[config.mk]
export PLATFORM = sky130hd
export DESIGN_NAME = rs485_tx_de
export DESIGN_NICKNAME = d
export VERILOG_FILES = /design/src/rtl/rs485_tx_de.sv
export SDC_FILE = /design/constraint.sdc
export NUM_CORES = 1
export LEC_CHECK = 0
export BUFFER_PORTS_ARGS = -buffer_cell sky130_fd_sc_hd__buf_2
export CAP_MARGIN = 0
export CELL_PAD_IN_SITES_DETAIL_PLACEMENT = 1
export CELL_PAD_IN_SITES_GLOBAL_PLACEMENT = 1
export CORE_MARGIN = 2
export CORE_UTILIZATION = 35
export CTS_CLUSTER_SIZE = 24
export DETAILED_ROUTE_END_ITERATION = 16
export PLACE_DENSITY = 0.67
export SYNTH_ARGS = -nofsm -noshare
export SYNTH_HDL_FRONTEND = slang
export SYNTH_SLANG_ARGS = --single-unit
[constraint.sdc]
create_clock -name clk -period 1.9 [get_ports clk]
set_clock_uncertainty 0.15 [all_clocks]
set_input_delay 0.19 -clock clk [delete_from_list [all_inputs] [get_ports clk]]
set_output_delay 0.19 -clock clk [all_outputs]
set_load 0.02 [all_outputs]
[src/rtl/rs485_tx_de.sv]
`default_nettype none
// ============================================================================
//  Module      : rs485_tx_de
//  Description : Half-duplex RS-485 8N1 UART transmitter with driver-enable
//                lead/tail guard sequencing. Bytes arrive on a valid/ready
//                handshake and leave LSB first on TxD, framed by DE.
//  Revision    : 1.0  initial release
// ============================================================================
module rs485_tx_de #(
  parameter int CLK_DIV = 16,  // clk cycles per bit, 2..65535
  parameter int DE_LEAD = 2,   // DE-high idle cycles before the start bit
  parameter int DE_TAIL = 2    // DE-high idle cycles after the stop bit
) (
  input  logic       clk,
  input  logic       rst,
  input  logic [7:0] tx_data,
  input  logic       tx_valid,
  output logic       tx_ready,
  output logic       TxD,
  output logic       DE,
  output logic       busy,
  output logic       tx_done
);

  localparam int            CW        = (CLK_DIV > 1) ? $clog2(CLK_DIV) : 1;
  localparam logic [CW-1:0] BIT_LAST  = CW'(CLK_DIV - 1);
  localparam logic [7:0]    LEAD_LAST = 8'((DE_LEAD > 0) ? DE_LEAD - 1 : 0);
  localparam logic [7:0]    TAIL_LAST = 8'((DE_TAIL > 0) ? DE_TAIL - 1 : 0);

  typedef enum logic [2:0] {
    ST_IDLE  = 3'd0,
    ST_LEAD  = 3'd1,
    ST_START = 3'd2,
    ST_DATA  = 3'd3,
    ST_STOP  = 3'd4,
    ST_TAIL  = 3'd5
  } state_e;

  state_e        state_q, state_d;
  logic [CW-1:0] bit_cnt_q, bit_cnt_d;   // position inside the current bit
  logic [7:0]    guard_q, guard_d;       // shared LEAD / TAIL guard counter
  logic [2:0]    bit_idx_q, bit_idx_d;   // data bit 0..7
  logic [7:0]    shreg_q, shreg_d;       // byte being shifted out, LSB on TxD
  logic          txd_q, txd_d;
  logic          de_q, de_d;
  logic          busy_q, busy_d;
  logic          done_q, done_d;
  logic          accept;

  // A byte can be taken while idle or while the previous frame's tail runs.
  assign tx_ready = ~rst & ((state_q == ST_IDLE) | (state_q == ST_TAIL));
  assign accept   = tx_valid & tx_ready;

  // Next-state sequencing, then outputs derived from the state being entered
  // so that every pin except tx_ready comes straight from a flop.
  always_comb begin
    state_d   = state_q;
    bit_cnt_d = bit_cnt_q;
    guard_d   = guard_q;
    bit_idx_d = bit_idx_q;
    shreg_d   = shreg_q;

    case (state_q)
      ST_IDLE: begin
        if (accept) begin
          shreg_d   = tx_data;
          bit_cnt_d = '0;
          guard_d   = '0;
          state_d   = (DE_LEAD == 0) ? ST_START : ST_LEAD;
        end
      end
      ST_LEAD: begin
        if (guard_q == LEAD_LAST) begin
          state_d   = ST_START;
          bit_cnt_d = '0;
        end else begin
          guard_d = guard_q + 8'd1;
        end
      end
      ST_START: begin
        if (bit_cnt_q == BIT_LAST) begin
          state_d   = ST_DATA;
          bit_cnt_d = '0;
          bit_idx_d = '0;
        end else begin
          bit_cnt_d = bit_cnt_q + CW'(1);
        end
      end
      ST_DATA: begin
        if (bit_cnt_q == BIT_LAST) begin
          bit_cnt_d = '0;
          if (bit_idx_q == 3'd7) begin
            state_d = ST_STOP;
          end else begin
            bit_idx_d = bit_idx_q + 3'd1;
            shreg_d   = {1'b0, shreg_q[7:1]};
          end
        end else begin
          bit_cnt_d = bit_cnt_q + CW'(1);
        end
      end
      ST_STOP: begin
        if (bit_cnt_q == BIT_LAST) begin
          bit_cnt_d = '0;
          guard_d   = '0;
          state_d   = (DE_TAIL == 0) ? ST_IDLE : ST_TAIL;
        end else begin
          bit_cnt_d = bit_cnt_q + CW'(1);
        end
      end
      ST_TAIL: begin
        // A new byte here skips LEAD: DE is already up and the line is idle.
        if (accept) begin
          shreg_d   = tx_data;
          bit_cnt_d = '0;
          state_d   = ST_START;
        end else if (guard_q == TAIL_LAST) begin
          state_d = ST_IDLE;
        end else begin
          guard_d = guard_q + 8'd1;
        end
      end
      default: begin
        state_d = ST_IDLE;
      end
    endcase

    txd_d = 1'b1;
    case (state_d)
      ST_START: txd_d = 1'b0;
      ST_DATA:  txd_d = shreg_d[0];
      default:  txd_d = 1'b1;
    endcase
    de_d   = (state_d != ST_IDLE);
    busy_d = (state_d != ST_IDLE);
    done_d = (state_d == ST_STOP) && (bit_cnt_d == BIT_LAST);
  end

  // State and output registers; reset aborts any frame in flight.
  always_ff @(posedge clk) begin
    if (rst) begin
      state_q   <= ST_IDLE;
      bit_cnt_q <= '0;
      guard_q   <= '0;
      bit_idx_q <= '0;
      shreg_q   <= '0;
      txd_q     <= 1'b1;
      de_q      <= 1'b0;
      busy_q    <= 1'b0;
      done_q    <= 1'b0;
    end else begin
      state_q   <= state_d;
      bit_cnt_q <= bit_cnt_d;
      guard_q   <= guard_d;
      bit_idx_q <= bit_idx_d;
      shreg_q   <= shreg_d;
      txd_q     <= txd_d;
      de_q      <= de_d;
      busy_q    <= busy_d;
      done_q    <= done_d;
    end
  end

  assign TxD     = txd_q;
  assign DE      = de_q;
  assign busy    = busy_q;
  assign tx_done = done_q;

endmodule
`default_nettype wire

==> run metrics, run 1 <==
DRC viols=0; asr flop ratio synth=0%; area post-placement=0.00185 mm2; wire per inst=~19 um; R2R Setup Slk=-0.05 ns; required time worst endpoint=1.96 ns; relative slew slack=about three quarters; CTS Buffer Depth=2; clock-pin slew on the worst setup and hold paths=0.07 ns; GRT overflow=0; hold depth=3; # Max-Cap Violations=0; # port buffers=15; area of the multi-input gates=0.00105 mm2; Setup CP Type=reg -> reg; DRT Pass-1 Iters=4; post-route ant nets=0; arrival time at the worst endpoint=roughly 2 ns; Leakage=about 0.90 nW; Setup WS post-layout=-0.0546 ns; Chip Height=slightly below 70 um; CTS Buf Count=5; post-synthesis net count=190; Nets=242; top cell type by total area after synthesis=dfxtp_1; row count=23; antenna violations before repair=0; CP Cell Sequence=ha_4 > nand4_1 > a211oi_4 > nor2_4 > or3_4 > a21oi_2; antenna cell count=0; Hold WS=0.0265 ns; fmax=roughly 0.51 GHz; CP max stage delay=0.40 ns; Worst Hold Class=in -> reg; pin count of the biggest net entering global routing=12; failing checks=negative setup slack; status=complete, but fails checks; Core ar.=0.00406 mm2; VDD IR max=322 uV; filler cell count=462; Layout area overhead=48.5%; Post-synth EDFFs=0; DR vias=approximately 1.5k; vias in the first global route=around 1.6k; DP Wirelength=3.34 mm; post-synthesis average cell area=8.62 um2; CTS Root Buffer Type=clkbuf_8; Finished Cell Area=0.00223 mm2; Syn Inst Count=174; first-pass GRT wire length=7.93 mm; worst reg2reg endpoint=guard_q[6]; Hold Vio Cnt, Final=0; max-slew violation count=0; total negative slack=-0.103 ns; Seq cells post-synth=29; worst-path fanout max=7; hold wc startpoint=tx_data[5]; die area=a little under 0.005 mm2; Sequential Area=around 590 um2; routability congestion estimate=0.915; worst slew pin tran=0.400 ns; CTS tree=yes; endpoints failing setup=4; Pwr Density=702 mW/mm2; final WL=5.22 mm; die width=69.5 um; Setup crit start kind=flop; top-area cell type share of the netlist area=38.7%; H-tree Lvls=2; Initial Util=a little under two fifths; synth top area cells=dfxtp_1 (39%), a21oi_1 (5.0%), a22oi_1 (5.0%); ys flop type=dfxtp_1; Iter 0 DRT Violations=104; Crit-path slowest cell=a211oi_4; synth unique cells=43; layout cells sized above 1=45.8%; Via density=between 5 and 6; pre-CTS setup slack=-0.133 ns; Worst R2R Path Depth=6; final cycle utilization of the critical path=103%; nature of the critical path endpoint=flop; # clock sinks=29; post-synthesis sequential area ratio=38.7%; Power Total=approximately 0.0016 W; Syn Std Cell Area=0.00150 mm2; Hold-fix buffers, CTS=0; # IOs=16; gr usage total=20.9%; hold endpoint=shreg_q[5]; R2R Path Start=bit_cnt_q[0]; yosys warns=0; Clock Latency Late Sink=0.29 ns; Tmin final=1.95 ns; RSZ-0062 raised after global routing=true
==> report_power, final <==
part | switching, W | total, W | internal [W] | leakage [nW]
registers | 0.0000130 | 0.000637 | 0.000624 | 0.240
clock network | 0.000244 | 0.000671 | 0.000427 | 0.0585
logic | 0.000139 | 0.000257 | 0.000119 | 0.599
total | 0.000395 | 0.00156 | 0.00117 | 0.897
==> cells in the mapped netlist (2+ instances only) <==
cell,instances
and3b_1,2
buf_4,3
mux2i_1,6
clkbuf_1,4
xor2_1,5
a211oi_2,2
buf_2,3
nand3_1,4
a22oi_1,10
dfxtp_1,29
nand4_1,2
ha_1,5
or3b_1,2
a211oi_1,2
nor2_1,19
nor4_1,2
nor3_1,5
nand2b_1,3
and3_1,3
a31oi_1,3
o2111ai_1,2
a21oi_1,15
o21ai_0,6
a41oi_1,2
inv_1,4
a21o_1,2
or3_1,2
nand2_1,12
==> kinds of logic after synthesis <==
logic type,share of synthesized area [%]
multiplexers,4.75
adder cells (fa/ha/maj),4.17
buffers and inverters,4.50
XOR/XNOR,2.92
AND/OR/NAND/NOR,22.6
AO/OA/AOI/OAI,22.4
flip-flops,38.7
==> critical path: cells and delay by family (launching register included) <==
kind,cells,cell delay (ns)
compound gates,2,0.55
fa+ha+maj,1,0.18
flops,1,0.36
simple gates,3,0.64
==> layer usage <==
layer,GRT usage (%),wire (um),share of wire (%),up-vias
met4,6.75,87,1.7,0
met2,36.4,2580,50,33
met1,25.4,2330,45,758
met5,0,0,0,-
li1,-,-,-,741
met3,4.80,215,4.1,9
==> flip-flops by register name (all words and copies together), names as in the netlist <==
signal,cells
TxD,1
bit_idx_q,3
guard_q,8
tx_done,1
bit_cnt_q,4
busy,1
state_q,3
shreg_q,8
==> worst max-delay path by stage <==
stage,startpoint,endpoint,depth (start not counted)
6_report,bit_cnt_q[0],guard_q[6],6
5_1_grt,bit_cnt_q[0],guard_q[6],6
4_1_cts,guard_q[1],bit_cnt_q[1],7
3_5_place_dp,state_q[2],tx_done,6
3_3_place_gp,bit_cnt_q[0],guard_q[4],6
2_1_floorplan,bit_idx_q[0],TxD,6
==> per-stage QoR <==
| stage | std cells | utilization [%] |
|---|---|---|
| after floorplan | 174 | - |
| after global routing | 277 | 54.9 |
| after detailed placement | 264 | 45.5 |
| after global placement | 264 | 45.5 |
| after CTS | 274 | 50.7 |
| final | 277 | 54.9 |
==> cells in the final DEF, fill, tap and decap left out, types with 3 or more instances in the layout <==
cell type,instances
nand2b_1,3
dfxtp_1,20
nor2_4,3
a22oi_1,10
a21oi_2,3
nand2_1,12
clkbuf_8,6
o21ai_0,4
xor2_1,5
nand3_1,3
buf_4,37
buf_2,15
and3_1,3
buf_6,3
nor3_1,4
a21oi_1,12
nor2_1,16
mux2i_1,5
inv_1,3
dfxtp_2,8
==> repair_timing <==
| item | 4_1_cts | 5_1_grt |
|---|---|---|
| endpoints found under the setup margin | 17 | 19 |
| resized for setup | 20 | 35 |
| buffers inserted | 3 | 4 |
| pin swaps | 13 | 13 |
==> cell type report <==
cell class	count	area share (%)
Clock inverter	1	1.35
Inverter	4	0.674
Tap cell	50	2.81
Timing Repair Buffer	55	17.3
Multi-Input combinational cell	131	47.3
Sequential cell	29	26.7
Clock buffer	7	3.87
Note: power is estimated with default switching activity, not from simulation.
==> inputs of run 2 (changes only) <==
- CORE_MARGIN: 2 -> default
==> run 2 against run 1 <==
  * The run still ends with negative setup slack left
  * Wire length increased by 14%
  * Die area decreased by 5.7%
  * Highest routed layer unchanged
  * Register-to-register slack got worse by 0.02 ns
  * Design area increased by 3.0%
  * Final cell count increased by 1.4%
==> run metrics, run 2 (synthesis results as in run 1) <==
endpoints failing setup=4; DP Wirelength=3.18 mm; CTS Buffer Depth=2; layout cells sized above 1=50.2%; antenna cell count=0; area post-placement=roughly 0.0018 mm2; Hold Vio Cnt, Final=0; DRC viols=0; sequential share of power=40.2%; first-pass GRT wire length=just under 8 mm; fmax=0.506 GHz; final cycle utilization of the critical path=104%; routability congestion estimate=0.841; CP max stage delay=around 0.38 ns; # clock sinks=29; die width=67.5 um; Core ar.=0.00406 mm2; VDD IR max=625 uV; Finished Cell Area=approximately 0.0023 mm2; Crit-path slowest cell=dfxtp_1; most frequent cells in the layout=buf_4 (44), dfxtp_1 (19), nor2_1 (17), buf_2 (15), a21oi_1 (13); vias in the first global route=1606; R2R Path Start=guard_q[0]; max-slew violation count=0; # Max-Cap Violations=0; DRT Pass-1 Iters=4; critical path endpoint=TxD; # port buffers=15; Worst R2R Path Depth=9; antenna violations before repair=0; worst slew pin tran=~0.45 ns; arrival time at the worst endpoint=2.01 ns; Nets=246; Hold WS=between 0.006 and 0.007 ns; total negative slack=-0.188 ns; P_sw=0.000449 W; worst-path fanout max=3; wire per inst=~21 um; Clock Latency Late Sink=0.30 ns; RSZ-0062 raised after global routing=true; pre-CTS setup slack=-0.155 ns; worst reg2reg endpoint=TxD; DR vias=1643; CTS tree=yes; relative slew slack=70.0%; failing checks=negative setup slack; Internal=0.00114 W; Worst Hold Class=in -> reg; Setup CP Type=reg -> reg; R2R Setup Slk=-0.07 ns; CTS Buf Count=5; gr usage total=23.7%; Setup crit start=guard_q[0]; Iter 0 DRT Violations=115; required time worst endpoint=between 1.5 and 2 ns; clock-pin slew on the worst setup and hold paths=0.08 ns; nature of the critical path endpoint=flop; row count=23; GRT overflow=0; switching part of the total=between 20% and 30%; Pwr Density=between 600 and 700 mW/mm2; post-route ant nets=0; final WL=5.97 mm; CP Cell Sequence=ha_4 > nor4b_4 > buf_4 > buf_4 > and3_4 > nor3_4 > buf_4 > nor2_2 > o21ai_1; H-tree Lvls=2; Chip Height=67.5 um; Setup crit start kind=flop; Leakage=between 0.9 and 1 nW; most frequent CP cell=buf_4; clock network fraction of design power=between 40 and 50%; Hold-fix buffers, CTS=0; die area=0.00455 mm2; Logic pwr share=16.7%; Initial Util=37.0%; pin count of the biggest net entering global routing=13; largest registers=guard_q: 8 flops, shreg_q: 8 flops, bit_cnt_q: 4 flops; Setup WS post-layout=-0.0744 ns; Layout area overhead=53.0%; status=complete, but fails checks; Tmin final=1.97 ns; Power Total=0.00159 W; CTS Root Buffer Type=clkbuf_8; # IOs=16; most common cell after layout, fill and taps aside=buf_4; Via density=5.85
run 2: routing by layer:
layer	wire (um)	up-vias	share of wire, %	GRT usage, %
met5	0	-	0	0
met4	314	0	5.3	13.3
met3	204	27	3.4	6.59
met2	3010	51	50	39.6
met1	2440	816	41	26.9
li1	-	749	-	-
run 2: layout make-up:
type | count | area [um2]
clock buffers | 5 | 68.8
fillers | 463 | 1760
repair buffers | 59 | 405
inverters | 4 | 15.0
well taps | 50 | 62.6
flip-flops and latches | 29 | 596
clock inverters | 3 | 46.3
multi-input cells | 131 | 1100
run 2: worst max-delay path, delay by kind of cell, from the launching register on:
family	cells	cell delay [ns]
flops	1	0.38
buf+inv	3	0.50
simple gates	4	0.61
fa+ha+maj	1	0.15
compound gates	1	0.08
run 2: worst min path at each step:
stage | start | endpoint | slack [ns] | cells past startpoint
floorplan | tx_data[7] | shreg_q[7] | 0.20 | 2
global placement | shreg_q[1] | shreg_q[1] | 0.29 | 2
detailed placement | shreg_q[3] | shreg_q[3] | 0.30 | 2
CTS | tx_data[3] | shreg_q[3] | 0.007 | 3
global route | tx_data[0] | shreg_q[0] | 0.02 | 3
finish | tx_data[3] | shreg_q[3] | 0.007 | 3
run 2: per-stage QoR:
| stage | cells | utilization (%) |
|---|---|---|
| 2_1_floorplan | 174 | - |
| 3_3_place_gp | 262 | 45.2 |
| 3_5_place_dp | 262 | 45.2 |
| 4_1_cts | 274 | 50.9 |
| 5_1_grt | 281 | 56.6 |
| 6_report | 281 | 56.6 |
run 2: timing repair:
item	4_1_cts	5_1_grt
pin swaps	8	20
endpoints found under the setup margin	12	17
resized for setup	21	42
setup buffers	5	8
run 2: power groups by stage:
| stage | clock (W) | sequential, W | combinational [W] |
|---|---|---|---|
| floorplan | 0 | 0.000650 | 0.000108 |
| global placement | 0 | 0.000649 | 0.000191 |
| detailed placement | 0 | 0.000650 | 0.000199 |
| CTS | 0.000682 | 0.000636 | 0.000213 |
| global route | 0.000715 | 0.000640 | 0.000279 |
| finish | 0.000684 | 0.000638 | 0.000264 |
